`src/rtl/ov7670_config_ctrl_if.sv`:
```
// +----------------------------------------------------------------------------+
// | Module   : ov7670_config_ctrl_if                                           |
// | Purpose  : Table-ROM / SCCB-sender / status bundle for ov7670_config_ctrl. |
// | Revision : 1.0                                                             |
// +----------------------------------------------------------------------------+
`default_nettype none

interface ov7670_config_ctrl_if #(
  parameter int ADDR_W = 8
);
  logic [ADDR_W-1:0] rom_addr;
  logic [15:0]       rom_data;
  logic              send;
  logic              taken;
  logic [7:0]        id;
  logic [7:0]        regi;
  logic [7:0]        value;
  logic              resend;
  logic              busy;
  logic              done;

  modport master (
    output rom_addr, send, id, regi, value, busy, done,
    input  rom_data, taken, resend
  );

  modport slave (
    input  rom_addr, send, id, regi, value, busy, done,
    output rom_data, taken, resend
  );
endinterface

`default_nettype wire

```
`src/rtl/ov7670_config_ctrl.sv`:
```
// +----------------------------------------------------------------------------+
// | Module   : ov7670_config_ctrl                                              |
// | Purpose  : Walks the OV7670 register table and issues one SCCB write at a  |
// |            time to the byte sender; supports delay entries and re-runs.    |
// | Revision : 1.0                                                             |
// +----------------------------------------------------------------------------+
`default_nettype none

module ov7670_config_ctrl #(
  parameter logic [7:0] CAM_ID      = 8'h42,
  parameter int         ADDR_W      = 8,
  parameter int         STARTUP_CYC = 1_000_000,
  parameter int         GAP_CYC     = 10_000,
  parameter int         DELAY_CYC   = 1_000_000
) (
  input  wire logic             clk,
  input  wire logic             rst,
  ov7670_config_ctrl_if.master  bus
);

  localparam logic [15:0] c_END_MARK   = 16'hFFFF;
  localparam logic [15:0] c_DELAY_MARK = 16'hFFF0;
  localparam int c_MAX_SD  = (STARTUP_CYC > DELAY_CYC) ? STARTUP_CYC : DELAY_CYC;
  localparam int c_MAX_CYC = (c_MAX_SD > GAP_CYC) ? c_MAX_SD : GAP_CYC;
  localparam int c_CNT_W   = $clog2(c_MAX_CYC + 1);

  typedef enum logic [2:0] {
    S_STARTUP = 3'd0,
    S_FETCH   = 3'd1,
    S_DECODE  = 3'd2,
    S_SEND    = 3'd3,
    S_GAP     = 3'd4,
    S_DELAY   = 3'd5,
    S_ADVANCE = 3'd6,
    S_DONE    = 3'd7
  } state_t;

  state_t              r_state, w_state_nxt;
  logic [ADDR_W-1:0]   r_addr,  w_addr_nxt;
  logic [c_CNT_W-1:0]  r_cnt,   w_cnt_nxt;
  logic                r_send,  w_send_nxt;
  logic [7:0]          r_regi,  w_regi_nxt;
  logic [7:0]          r_value, w_value_nxt;

  always_ff @(posedge clk or posedge rst) begin
    if (rst) begin
      r_state <= S_STARTUP;
      r_addr  <= '0;
      r_cnt   <= '0;
      r_send  <= 1'b0;
      r_regi  <= 8'h00;
      r_value <= 8'h00;
    end else begin
      r_state <= w_state_nxt;
      r_addr  <= w_addr_nxt;
      r_cnt   <= w_cnt_nxt;
      r_send  <= w_send_nxt;
      r_regi  <= w_regi_nxt;
      r_value <= w_value_nxt;
    end
  end

  always_comb begin
    w_state_nxt = r_state;
    w_addr_nxt  = r_addr;
    w_send_nxt  = r_send;
    w_regi_nxt  = r_regi;
    w_value_nxt = r_value;
    w_cnt_nxt   = r_cnt;

    case (r_state)
      S_STARTUP: if (r_cnt == c_CNT_W'(STARTUP_CYC - 1)) w_state_nxt = S_FETCH;
      S_FETCH:   w_state_nxt = S_DECODE;
      S_DECODE: begin
        if (bus.rom_data == c_END_MARK) begin
          w_state_nxt = S_DONE;
        end else if (bus.rom_data == c_DELAY_MARK) begin
          w_state_nxt = S_DELAY;
        end else begin
          w_regi_nxt  = bus.rom_data[15:8];
          w_value_nxt = bus.rom_data[7:0];
          w_send_nxt  = 1'b1;
          w_state_nxt = S_SEND;
        end
      end
      S_SEND: begin
        if (bus.taken) begin
          w_send_nxt  = 1'b0;
          w_state_nxt = S_GAP;
        end
      end
      S_GAP:     if (r_cnt == c_CNT_W'(GAP_CYC - 1))   w_state_nxt = S_ADVANCE;
      S_DELAY:   if (r_cnt == c_CNT_W'(DELAY_CYC - 1)) w_state_nxt = S_ADVANCE;
      S_ADVANCE: begin
        // The last table slot ends the run instead of wrapping to entry 0.
        if (r_addr == {ADDR_W{1'b1}}) begin
          w_state_nxt = S_DONE;
        end else begin
          w_addr_nxt  = r_addr + ADDR_W'(1);
          w_state_nxt = S_FETCH;
        end
      end
      S_DONE: begin
        w_send_nxt = 1'b0;
        if (bus.resend) begin
          w_addr_nxt  = '0;
          w_state_nxt = S_FETCH;
        end
      end
      default: w_state_nxt = S_STARTUP;
    endcase

    if (w_state_nxt != r_state) begin
      w_cnt_nxt = '0;
    end else if (r_state == S_STARTUP || r_state == S_GAP || r_state == S_DELAY) begin
      w_cnt_nxt = r_cnt + c_CNT_W'(1);
    end
  end

  assign bus.rom_addr = r_addr;
  assign bus.send     = r_send;
  assign bus.id       = CAM_ID;
  assign bus.regi     = r_regi;
  assign bus.value    = r_value;
  assign bus.done     = (r_state == S_DONE);
  assign bus.busy     = (r_state != S_DONE);

endmodule

`default_nettype wire

```
`src/flat_wrapper.sv`:
```
// flat-port wrapper written by rule: the top's interface ports become plain ports
module ov7670_config_ctrl_flat 
#(
  parameter logic [7:0] CAM_ID      = 8'h42,
  parameter int         ADDR_W      = 8,
  parameter int         STARTUP_CYC = 1_000_000,
  parameter int         GAP_CYC     = 10_000,
  parameter int         DELAY_CYC   = 1_000_000
)
  (clk, rst, bus_rom_addr, bus_send, bus_id, bus_regi, bus_value, bus_busy, bus_done, bus_rom_data, bus_taken, bus_resend);
  ov7670_config_ctrl_if #(.ADDR_W(ADDR_W)) bus_i ();
  input  wire logic clk;
  input  wire logic rst;
  output wire logic [$bits(bus_i.rom_addr)-1:0] bus_rom_addr;
  output wire logic [$bits(bus_i.send)-1:0] bus_send;
  output wire logic [$bits(bus_i.id)-1:0] bus_id;
  output wire logic [$bits(bus_i.regi)-1:0] bus_regi;
  output wire logic [$bits(bus_i.value)-1:0] bus_value;
  output wire logic [$bits(bus_i.busy)-1:0] bus_busy;
  output wire logic [$bits(bus_i.done)-1:0] bus_done;
  input wire logic [$bits(bus_i.rom_data)-1:0] bus_rom_data;
  input wire logic [$bits(bus_i.taken)-1:0] bus_taken;
  input wire logic [$bits(bus_i.resend)-1:0] bus_resend;
  assign bus_rom_addr = bus_i.rom_addr;
  assign bus_send = bus_i.send;
  assign bus_id = bus_i.id;
  assign bus_regi = bus_i.regi;
  assign bus_value = bus_i.value;
  assign bus_busy = bus_i.busy;
  assign bus_done = bus_i.done;
  assign bus_i.rom_data = bus_rom_data;
  assign bus_i.taken = bus_taken;
  assign bus_i.resend = bus_resend;
  ov7670_config_ctrl #(.CAM_ID(CAM_ID), .ADDR_W(ADDR_W), .STARTUP_CYC(STARTUP_CYC), .GAP_CYC(GAP_CYC), .DELAY_CYC(DELAY_CYC)) u_core (.clk(clk), .rst(rst), .bus(bus_i));
endmodule
```
`config.mk`:
```
export PLATFORM = sky130hd
export DESIGN_NAME = ov7670_config_ctrl_flat
export DESIGN_NICKNAME = d
export VERILOG_FILES = /design/src/rtl/ov7670_config_ctrl_if.sv /design/src/rtl/ov7670_config_ctrl.sv /design/src/flat_wrapper.sv
export SDC_FILE = /design/constraint.sdc
export NUM_CORES = 1
export LEC_CHECK = 0
export ABC_CLOCK_PERIOD_IN_PS = 2600
export CORE_MARGIN = 4
export CORE_UTILIZATION = 49
export CTS_CLUSTER_SIZE = 28
export DETAILED_ROUTE_END_ITERATION = 6
export PLACE_DENSITY = 0.76
export SYNTH_ARGS = -nofsm -noshare
export SYNTH_HDL_FRONTEND = slang
export SYNTH_SLANG_ARGS = --single-unit
```
`constraint.sdc`:
```
create_clock -name clk -period 2.6 [get_ports clk]
set_input_delay 0.39 -clock clk [delete_from_list [all_inputs] [get_ports clk]]
set_output_delay 0.39 -clock clk [all_outputs]
set_load 0.01 [all_outputs]
```
# == After elaboration in Yosys (flattened, before gate mapping) ==
# Cells that the tools add are included.
# op_classes
n_addsub,2
eq_ne,19
n_mux,18
bitwise_logic,2
reduce_logical,9
# op_table
cell,count
$mux W20,2
$eq A16 B16 Y1 const B,2
$mux W3,8
$pmux W3 S8,1
$add A20 B1 Y20 const B,1
$eq A20 B14 Y1 const B,1
$eq A20 B20 Y1 const B,1
$mux W8,2
$pmux W8 S2,1
$eq A3 B3 Y1 const B,4
$add A8 B1 Y8 const B,1
$eq A8 B8 Y1 const B,1
$ne A2 B2 Y1 const B,4
$eq A3 B2 Y1 const B,2
$reduce_and A3 Y1,2
$reduce_and A4 Y1,1
$reduce_bool A2 Y1,2
$eq A3 B1 Y1 const B,1
$logic_not A3 Y1,1
$mux W1,3
$ne A3 B3 Y1,1
$ne A3 B3 Y1 const B,1
$pmux W1 S3,1
$reduce_bool A3 Y1,1
other kinds (3),5
# totals
regBits,48
in_bits,20
out_inout_bits,35
elab_cells,56

# == Longest topological paths before layout ==
# Gate-level depths: netlist (run 1).
# depth
word_depth,6
mapped_depth,7
mapped_depth_nobuf,6

# == Worst setup path before layout (run 1) ==
# No wires, ideal clock.
# synth_timing
kind,input -> register
startpoint,input port bus_rom_data[3]
endpoint,register u_core.r_regi[0] (netlist: u_core.bus.regi[0])
setup_ps,125
arrival_time_ps,1629
t_required_ps,2475
setup_slack_ps,846
cell_stages,5
n_path_buf,1
path_cell_list,or4_4 -> nand2_2 -> a2111oi_4 -> buf_6 -> mux2_4
# synth_via
elab_chain_cells,3
elab_cells_between_ends,5
classes_between,eq/ne: 2; bitwise: 2; reduce/logical: 1
# synth_rtl
item,line,source
"start, declared",flat_wrapper.sv:21,input wire logic [$bits(bus_i.rom_data)-1:0] bus_rom_data;
$eq A16 B16 Y1 (on tied branches),"ov7670_config_ctrl.sv:75, ov7670_config_ctrl.sv:77",
$not A1 Y1 (no line),-,
$reduce_and A3 Y1 (no line) *,-,
"end signal, assigned",ov7670_config_ctrl.sv:58,r_regi <= w_regi_nxt;
"end, declared",ov7670_config_ctrl.sv:42,"logic [7:0] r_regi, w_regi_nxt;"
# Every way passes the cells marked *; elsewhere a longest branch is shown, timed or not.
# A chain may end at the register's enable or synchronous reset.

# == Worst setup path after layout (run 1) ==
# layout_timing
startpoint,register u_core.r_state[1]
endpoint,output port bus_done
# layout_via
elab_chain_cells,1
# layout_rtl
item,line,source
"start, declared",ov7670_config_ctrl.sv:38,"state_t r_state, w_state_nxt;"
"start signal, assigned",ov7670_config_ctrl.sv:54,r_state <= w_state_nxt;
$eq A3 B3 Y1,ov7670_config_ctrl.sv:125,assign bus.done = (r_state == S_DONE);
"end, declared",flat_wrapper.sv:20,output wire logic [$bits(bus_i.done)-1:0] bus_done;
# No other way between the ends.

==> impl_metrics.csv, run 1 <==
group,metric,value,unit
drt,routed_wl,5300,um
floorplanning,die_w,80.9,um
status,status,"completed",
flow_run,drv_cap,0,
timing,relSlewSlack,63.0,%
yosys,synth.area.top_cells,"dfrtp_1, mux2_4, xor2_1, nor2_1, nand4_1",
pwr,cellLeakagePower,1.35,nW
clocking,cts_buffers,5,
drt,routedWlPerCell,14.3,um
yosys,synth_edf_count,0,
cells_and_area,multi_input_area,1270,um2
yosys,synthAdderAreaFrac,0.961,%
pwr,ir_drop,553,uV
clocking,hold_buffers,0,
global_routing,gr-usage-all-layers,18.2,%
critical_path,startpoint_type,"flop",
clocking,cts_setup_buffers,0,
yosys,muxShareOfSynthArea,8.36,%
floorplanning,coreArea,5140,um2
yosys,synth_compound_gate_area_share,7.74,%
yosys,syn_avg_cell_area,10.3,um2
clocking,htreeDepth,2,
cells_and_area,n_antenna_cell,0,
min_path,worst_hold_path_type,"in2async",
cells_and_area,nNetsFinal,322,
global_routing,grt_overflow,0,
critical_path,required,2.21,ns
drt,drt-pass1-iter-count,4,
timing,worstMarginPinSlew,0.552,ns
yosys,synthDominantCellAreaShare,46.1,%
floorplanning,die_h,80.9,um
global_routing,antenna_found_initial,0,
timing,hold_ws,0.429,ns
place,place.gp.congestion,0.798,
timing,fmax,0.442,GHz
drt,drc,0,
clocking,root_buffer,"clkbuf_8",
drt,first_iter_violations,116,
clocking,clock_latency,0.31,ns
yosys,seq_area_frac_synth,46.1,%
yosys,synthArstFlopShare,100,%
floorplanning,num_rows,26,
yosys,yosysWarnings,0,
yosys,synth-xor-area-share,8.07,%
drt,ant_nets,0,
yosys,syn_inst,254,
timing,timing.final.crit_share,87.0,%
timing,drv_slew,0,
drt,num_vias,1992,
yosys,synth_simple_gate_area_share,22.4,%
pwr,power_density,916,nW/um2
clocking,cts_tree,"done",
timing,setup_viol,0,
timing,fin_skew,0.0127,ns
clocking,clk_path_buf_depth,2,
yosys,synth.distinct_cells,48,
yosys,yosysTopAreaCell,"dfrtp_1",
timing,final.setup.tns,0,ns
critical_path,critPathKind,"reg2out",
yosys,syn_area,2600,um2
cells_and_area,drive_above_1_share,13.0,%
place,hpwlAfterDp,3770,um
floorplanning,die_area,6540,um2
drt,via_per_inst,5.37,
clocking,post_cts_resized,0,
global_routing,grt_max_degree,49,
cells_and_area,final-seq-area,1200,um2
global_routing,grt_pass1_wl,9360,um
timing,hold_violations,0,
place,port_buffers,46,
global_routing,grt_pass1_vias,1980,
floorplanning,start_util,50.7,%
cells_and_area,fill_cells,460,
yosys,synth_top_flop_cell,"dfrtp_1",
timing,fin_crit,2.26,ns
timing,rsz0062_at_grt,"false",
floorplanning,ios,55,
yosys,synth_top_family_by_area,"simple AND/OR/NAND/NOR gates",
clocking,clkSinkCount,48,
critical_path,crit_path_end_kind,"output pin",
critical_path,cp.arrival,1.87,ns
cells_and_area,syn_to_final_growth,23.4,%
clocking,clkTransAtPathRegs,0.10,ns
yosys,yosys_register_bits,48,
critical_path,crit_fanout,15,
## cells in the final DEF (no fill, tap or decap), drive strengths merged, types with 2 or more instances in the layout
cell	count
xnor2	9
nand4	14
nand2	17
a31oi	2
nand2b	3
and3	8
dfrtp	48
ha	2
buf	5
nor4b	2
nor2	30
inv	9
o211ai	2
clkdlybuf4s50	46
clkbuf	5
mux2	16
o21ai	11
xor2	15
conb	8
nand3	10
nor3	9
and4	3
a2111oi	2
a21oi	5
nor4	2
nor2b	2
## synth_stat cells, types with 4 or more instances
| master | count |
|---|---|
| a21oi_1 | 4 |
| nand4_1 | 14 |
| and3_1 | 8 |
| nor2_1 | 30 |
| buf_2 | 5 |
| o21ai_0 | 11 |
| dfrtp_1 | 48 |
| inv_1 | 7 |
| xor2_1 | 15 |
| xnor2_1 | 9 |
| mux2_4 | 10 |
| buf_4 | 8 |
| nor3_1 | 9 |
| nand2_1 | 16 |
| nand3_1 | 10 |
| mux2_2 | 6 |
## routing by layer
metal	GRT usage, %	up-vias	routed length [um]
met2	27.6	51	2460
met1	24.9	960	2430
li1	-	973	-
met5	0	-	0
met3	5.88	8	363
met4	5.07	0	55
## kinds of logic (layout without fill, tap and decap cells)
logic type / count (synthesis) / count (layout)
AO/OA/AOI/OAI: 28 / 28
XOR/XNOR: 24 / 24
adder cells (fa/ha/maj): 2 / 2
buffers and inverters: 26 / 67
flip-flops: 48 / 48
multiplexers: 16 / 16
other: 2 / 8
AND/OR/NAND/NOR: 108 / 108
## layout make-up
| cell class | count | area share (%) |
|---|---|---|
| Sequential cell | 48 | 37.4 |
| Tap cell | 70 | 2.73 |
| Clock buffer | 5 | 2.14 |
| Timing Repair Buffer | 51 | 15.9 |
| Clock inverter | 3 | 1.44 |
| Multi-Input combinational cell | 186 | 39.5 |
| Inverter | 8 | 0.935 |
## critical path, stage by stage (launching register included)
cell and delay, ns:
dfrtp_1 0.66, nand2_1 0.17, nor2_1 0.18, clkdlybuf4s50_1 0.56
## power by group
group	switching, mW	leakage [nW]	total (mW)	internal [mW]
clock network	0.268	0.0548	0.557	0.290
logic	0.561	0.673	1.23	0.673
registers	0.206	0.619	1.15	0.945
total	1.03	1.35	2.94	1.91
## final timing paths
path | start | to | slack, ns | cells after the start
setup / recovery | u_core.r_state[1] | bus_done | 0.34 | 3
hold / removal | rst | u_core.bus.value[0] | 0.43 | 3
setup reg to reg | u_core.r_state[0] | u_core.r_cnt[5] | 0.54 | 5
hold reg to reg | u_core.bus.value[7] | u_core.bus.value[7] | 0.51 | 1
max in group asynchronous | rst | u_core.r_cnt[5] | 1.95 | 3
min in group clk | u_core.bus.value[7] | u_core.bus.value[7] | 0.51 | 1
## sequential cells by signal, indices dropped and copies added (netlist names)
register / count
u_core.bus.regi: 8
u_core.r_cnt: 20
u_core.bus.send: 1
u_core.bus.rom_addr: 8
u_core.r_state: 3
u_core.bus.value: 8
## metrics by stage
step | cell area [um2] | std cells | util, % | power, mW | setup slack (ns)
2_1_floorplan | 2630 | 260 | - | 1.94 | 0.846
3_3_place_gp | 3100 | 363 | 60.3 | 2.38 | 0.181
3_5_place_dp | 3100 | 363 | 60.3 | 2.40 | 0.144
4_1_cts | 3210 | 371 | 62.5 | 2.97 | 0.327
5_1_grt | 3210 | 371 | 62.5 | 3.15 | 0.182
6_report | 3210 | 371 | 62.5 | 2.94 | 0.337
(Power assumes the default switching activity.)
==> inputs of run 2 (changes only) <==
ABC_CLOCK_PERIOD_IN_PS = 2450   (was 2600)
clock period = 2.45 ns   (was 2.6 ns; I/O delays follow)
==> run 2 against run 1 <==
Die area unchanged. Largest cell class unchanged. Critical endpoint unchanged. Final area about the same. Utilization about the same. Critical path depth unchanged. Combinational power increased by 14%. Sequential power increased by 6%. Flip-flop and latch count unchanged. Clock power decreased by 9.3%. Setup slack got worse by 0.025 ns. Cell count unchanged.
==> impl_metrics.csv, run 2 (synthesis gave the netlist of run 1 again) <==
group,metric,value,unit
drt,routedWlPerCell,14.7,um
global_routing,grt_max_degree,49,
drt,drt-pass1-iter-count,4,
place,dpl_cell_area,3120,um2
pwr,power_frac_seq,39.1,%
clocking,post_cts_resized,0,
global_routing,grt_pass1_vias,2011,
clocking,clk_path_buf_depth,2,
place,place.gp.congestion,0.815,
min_path,worst_hold_path_type,"reg2reg",
critical_path,required,2.08,ns
timing,fin_skew,0.00759,ns
cells_and_area,design_area,3210,um2
clocking,hold_buffers,0,
floorplanning,coreArea,5140,um2
drt,first_iter_violations,105,
critical_path,crit_fanout,16,
timing,hold_violations,0,
timing,fin_crit,2.14,ns
status,status,"completed",
pwr,switching_share,34.8,%
floorplanning,die_area,6540,um2
global_routing,gr-usage-all-layers,18.6,%
place,port_buffers,46,
cells_and_area,syn_to_final_growth,23.5,%
critical_path,cp.arrival,1.77,ns
clocking,clkTransAtPathRegs,0.08,ns
cells_and_area,n_antenna_cell,0,
timing,setup_viol,0,
pwr,total_power,3.13,mW
cells_and_area,drive_above_1_share,13.0,%
floorplanning,die_h,80.9,um
floorplanning,ios,55,
global_routing,grt_overflow,0,
timing,worstMarginPinSlew,0.618,ns
drt,drc,0,
timing,hold_ws,0.511,ns
timing,relSlewSlack,58.8,%
floorplanning,die_w,80.9,um
timing,final.setup.tns,0,ns
clocking,cts_tree,"done",
timing,fmax,0.468,GHz
global_routing,grt_pass1_wl,9470,um
cells_and_area,nNetsFinal,323,
clocking,cts_buffers,5,
timing,timing.final.crit_share,87.3,%
critical_path,startpoint_type,"flop",
drt,ant_nets,0,
pwr,ir_drop,600,uV
pwr,p_switching,1.09,mW
timing,setup_ws,0.312,ns
clocking,htreeDepth,2,
timing,drv_slew,0,
drt,routed_wl,5460,um
pwr,cellLeakagePower,1.35,nW
critical_path,r2r_slack,0.38,ns
pwr,comb_power_share,44.7,%
cells_and_area,final_common_cell,"dfrtp_1",
drt,via_per_inst,5.37,
pwr,clockPowerShare,16.2,%
critical_path,critPathKind,"reg2out",
clocking,cts_setup_buffers,0,
cells_and_area,mostFrequentLayoutCells,"dfrtp_1, clkdlybuf4s50_1, nor2_1",
clocking,clkSinkCount,48,
timing,rsz0062_at_grt,"false",
place,post-place-ws,0.143,ns
cells_and_area,fill_cells,467,
floorplanning,start_util,50.7,%
floorplanning,num_rows,26,
place,hpwlAfterDp,4000,um
cells_and_area,regMostFlops,"u_core.r_cnt",
drt,num_vias,1991,
pwr,power_density,972,nW/um2
clocking,clock_latency,0.30,ns
pwr,p_int,2.04,mW
critical_path,crit_path_end_kind,"output pin",
flow_run,drv_cap,0,
clocking,root_buffer,"clkbuf_8",
cells_and_area,largest_reg_flops,20,
global_routing,antenna_found_initial,0,
==> run 2: changes by cell type in the layout (fill, tap and decap cells not counted) <==
cell | before | now
clkinvlp_4 | 1 | 0
inv_6 | 1 | 0
bufinv_16 | 1 | 0
buf_12 | 1 | 2
clkbuf_8 | 5 | 7
==> run 2: area by class of cell <==
type / instances / area (um2) / share of cell area, %
multi-input combinational: 186 / 1270 / 39.5
sequential: 48 / 1200 / 37.4
timing repair buffer: 52 / 531 / 16.5
clock buffer: 7 / 96.3 / 3.00
tap: 70 / 87.6 / 2.72
inverter: 8 / 30.0 / 0.934
==> run 2: power groups by stage <==
stage | logic [mW] | registers, mW | clock network (mW)
after floorplan | 0.824 | 1.23 | 0
after global placement | 1.38 | 1.22 | 0
after detailed placement | 1.41 | 1.23 | 0
after CTS | 1.41 | 1.22 | 0.525
after global routing | 1.52 | 1.27 | 0.555
final | 1.40 | 1.22 | 0.505
==> run 2: final timing paths <==
path | start | endpoint | cells after the start
setup / recovery | u_core.r_state[0] | bus_done | 3
hold / removal | u_core.bus.regi[1] | u_core.bus.regi[1] | 1
setup reg to reg | u_core.r_state[0] | u_core.r_cnt[6] | 6
hold reg to reg | u_core.bus.regi[1] | u_core.bus.regi[1] | 1
max in group asynchronous | rst | u_core.r_cnt[12] | 3
min in group asynchronous | rst | u_core.bus.value[4] | 3
==> run 2: metal layers <==
layer / vias up / routed length [um] / global-route usage [%]
met2: 39 / 2680 / 30.2
met5: - / 0 / 0
met4: 0 / 61 / 6.25
li1: 965 / - / -
met1: 982 / 2450 / 24.0
met3: 5 / 270 / 5.10
==> run 2: critical path, stage by stage, from the launching register on <==
cell             delay [ns]
dfrtp_1                0.64
inv_1                  0.12
nor2_1                 0.16
clkdlybuf4s50_1        0.56
==> run 2: per-stage QoR <==
step                util, %  std cells
finish                 62.5        371
global route           62.5        371
CTS                    62.5        371
detailed placement     60.7        364
global placement       60.7        364
floorplan                 -        260
==> inputs of run 3 (changes only) <==
CORE_ASPECT_RATIO = 0.9   (was not set)
SLEW_MARGIN = 20   (was not set)
==> run 3 against run 2 <==
Total power is 1.2% lower. Fmax is 0.29% lower. Sequential share of layout area hardly changed. Global-route usage is 1.4 points lower. Worst hold slack worse by 0.16 ns. Utilization is 2.0 points higher. Die area hardly changed. Largest power group unchanged. Highest routed layer unchanged.
==> impl_metrics.csv, run 3 (synthesis gave the netlist of run 1 again) <==
group,metric,value,unit
status,status,"completed",
cells_and_area,final_common_cell,"dfrtp_1",
critical_path,crit_path_end_kind,"output pin",
cells_and_area,post-route-util,64.5,%
drt,via_per_inst,5.27,
drt,routed_wl,5230,um
global_routing,antenna_found_initial,0,
floorplanning,start_util,52.2,%
cells_and_area,design_area,3220,um2
critical_path,critPathKind,"reg2out",
clocking,clkTransAtPathRegs,0.09,ns
drt,num_vias,1945,
floorplanning,die_w,84.8,um
timing,rsz0062_at_grt,"false",
timing,worstMarginPinSlew,0.583,ns
clocking,cts_tree,"done",
critical_path,required,2.08,ns
clocking,root_buffer,"clkbuf_8",
flow_run,drv_cap,0,
place,post-place-ws,0.164,ns
timing,final.setup.tns,0,ns
clocking,cts_buffers,5,
global_routing,grt_pass1_wl,9060,um
cells_and_area,n_antenna_cell,0,
clocking,post_cts_resized,0,
cells_and_area,drive_above_1_share,13.2,%
drt,ant_nets,0,
global_routing,gr-usage-all-layers,17.2,%
global_routing,grt_overflow,0,
timing,hold_violations,0,
floorplanning,die_h,77.2,um
timing,timing.final.crit_share,87.5,%
cells_and_area,fin_cells,369,
clocking,hold_buffers,0,
min_path,worst_hold_path_type,"in2async",
global_routing,grt_max_degree,21,
critical_path,startpoint_type,"flop",
critical_path,crit_fanout,13,
drt,first_iter_violations,120,
drt,drc,0,
pwr,ir_drop,595,uV
clocking,clock_latency,0.30,ns
clocking,clkSinkCount,48,
drt,drt-pass1-iter-count,4,
clocking,cts_setup_buffers,0,
timing,setup_ws,0.305,ns
timing,setup_viol,0,
cells_and_area,syn_to_final_growth,23.5,%
timing,drv_slew,0,
place,port_buffers,46,
global_routing,grt_pass1_vias,1904,
cells_and_area,mostFrequentLayoutCells,"dfrtp_1, clkdlybuf4s50_1, nor2_1",
floorplanning,ios,55,
critical_path,r2r_slack,0.46,ns
pwr,cellLeakagePower,1.35,nW
timing,relSlewSlack,61.0,%
cells_and_area,regMostFlops,"u_core.r_cnt",
floorplanning,die_area,6550,um2
timing,fmax,0.466,GHz
clocking,htreeDepth,2,
floorplanning,coreArea,4980,um2
floorplanning,num_rows,24,
place,hpwlAfterDp,3980,um
place,post-place-cells,361,
drt,routedWlPerCell,14.2,um
critical_path,cp.arrival,1.78,ns
clocking,clk_path_buf_depth,2,
pwr,power_density,960,nW/um2
timing,fin_skew,0.00882,ns
cells_and_area,nNetsFinal,325,
place,place.gp.congestion,0.784,
cells_and_area,largest_reg_flops,20,
place,dpl_cell_area,3130,um2
timing,fin_crit,2.14,ns
-- run 3: cell count changes in the layout (fill, tap and decap cells not counted), sizes merged --
cell	change
buf	+2
clkbuf	+1
-- run 3: per-stage QoR --
step           hold WS, ns  total power, mW
3_3_place_gp         0.491             2.61
6_report             0.348             3.09
2_1_floorplan        0.516             2.06
5_1_grt              0.379             3.30
4_1_cts              0.347             3.12
3_5_place_dp         0.493             2.63
-- run 3: cell type report --
| type | instances | area [um2] |
|---|---|---|
| Fill cell | 429 | 1770 |
| Multi-Input combinational cell | 186 | 1270 |
| Sequential cell | 48 | 1200 |
| Timing Repair Buffer | 54 | 546 |
| Clock buffer | 8 | 90.1 |
| Tap cell | 65 | 81.3 |
| Inverter | 8 | 30.0 |
-- run 3: layer usage --
layer  up-vias  track usage, %  routed length, um
met5         -               0                  0
met4         0            5.22                 61
met3         7            4.50                293
met2        47            27.2               2370
met1       921            23.2               2510
li1        970               -                  -
-- run 3: report_power, final --
group / internal [mW] / switching [mW]
clock: 0.230 / 0.245
combinational: 0.789 / 0.620
sequential: 1.00 / 0.200
-- run 3: path summary, 6_finish.rpt --
check                                         from                     end  cells after the start
worst max-delay path             u_core.r_state[2]                bus_done                      3
worst min-delay path                           rst       u_core.r_state[1]                      2
worst max register to register   u_core.r_state[0]        u_core.r_cnt[13]                      6
worst min register to register  u_core.bus.regi[5]      u_core.bus.regi[5]                      1
max in group asynchronous                      rst  u_core.bus.rom_addr[1]                      3
min in group clk                u_core.bus.regi[5]      u_core.bus.regi[5]                      1
-- run 3: critical path, stage by stage (launching register included) --
cell             delay (ns)
dfrtp_1                0.60
nand2_1                0.16
nor2_1                 0.16
clkdlybuf4s50_1        0.56
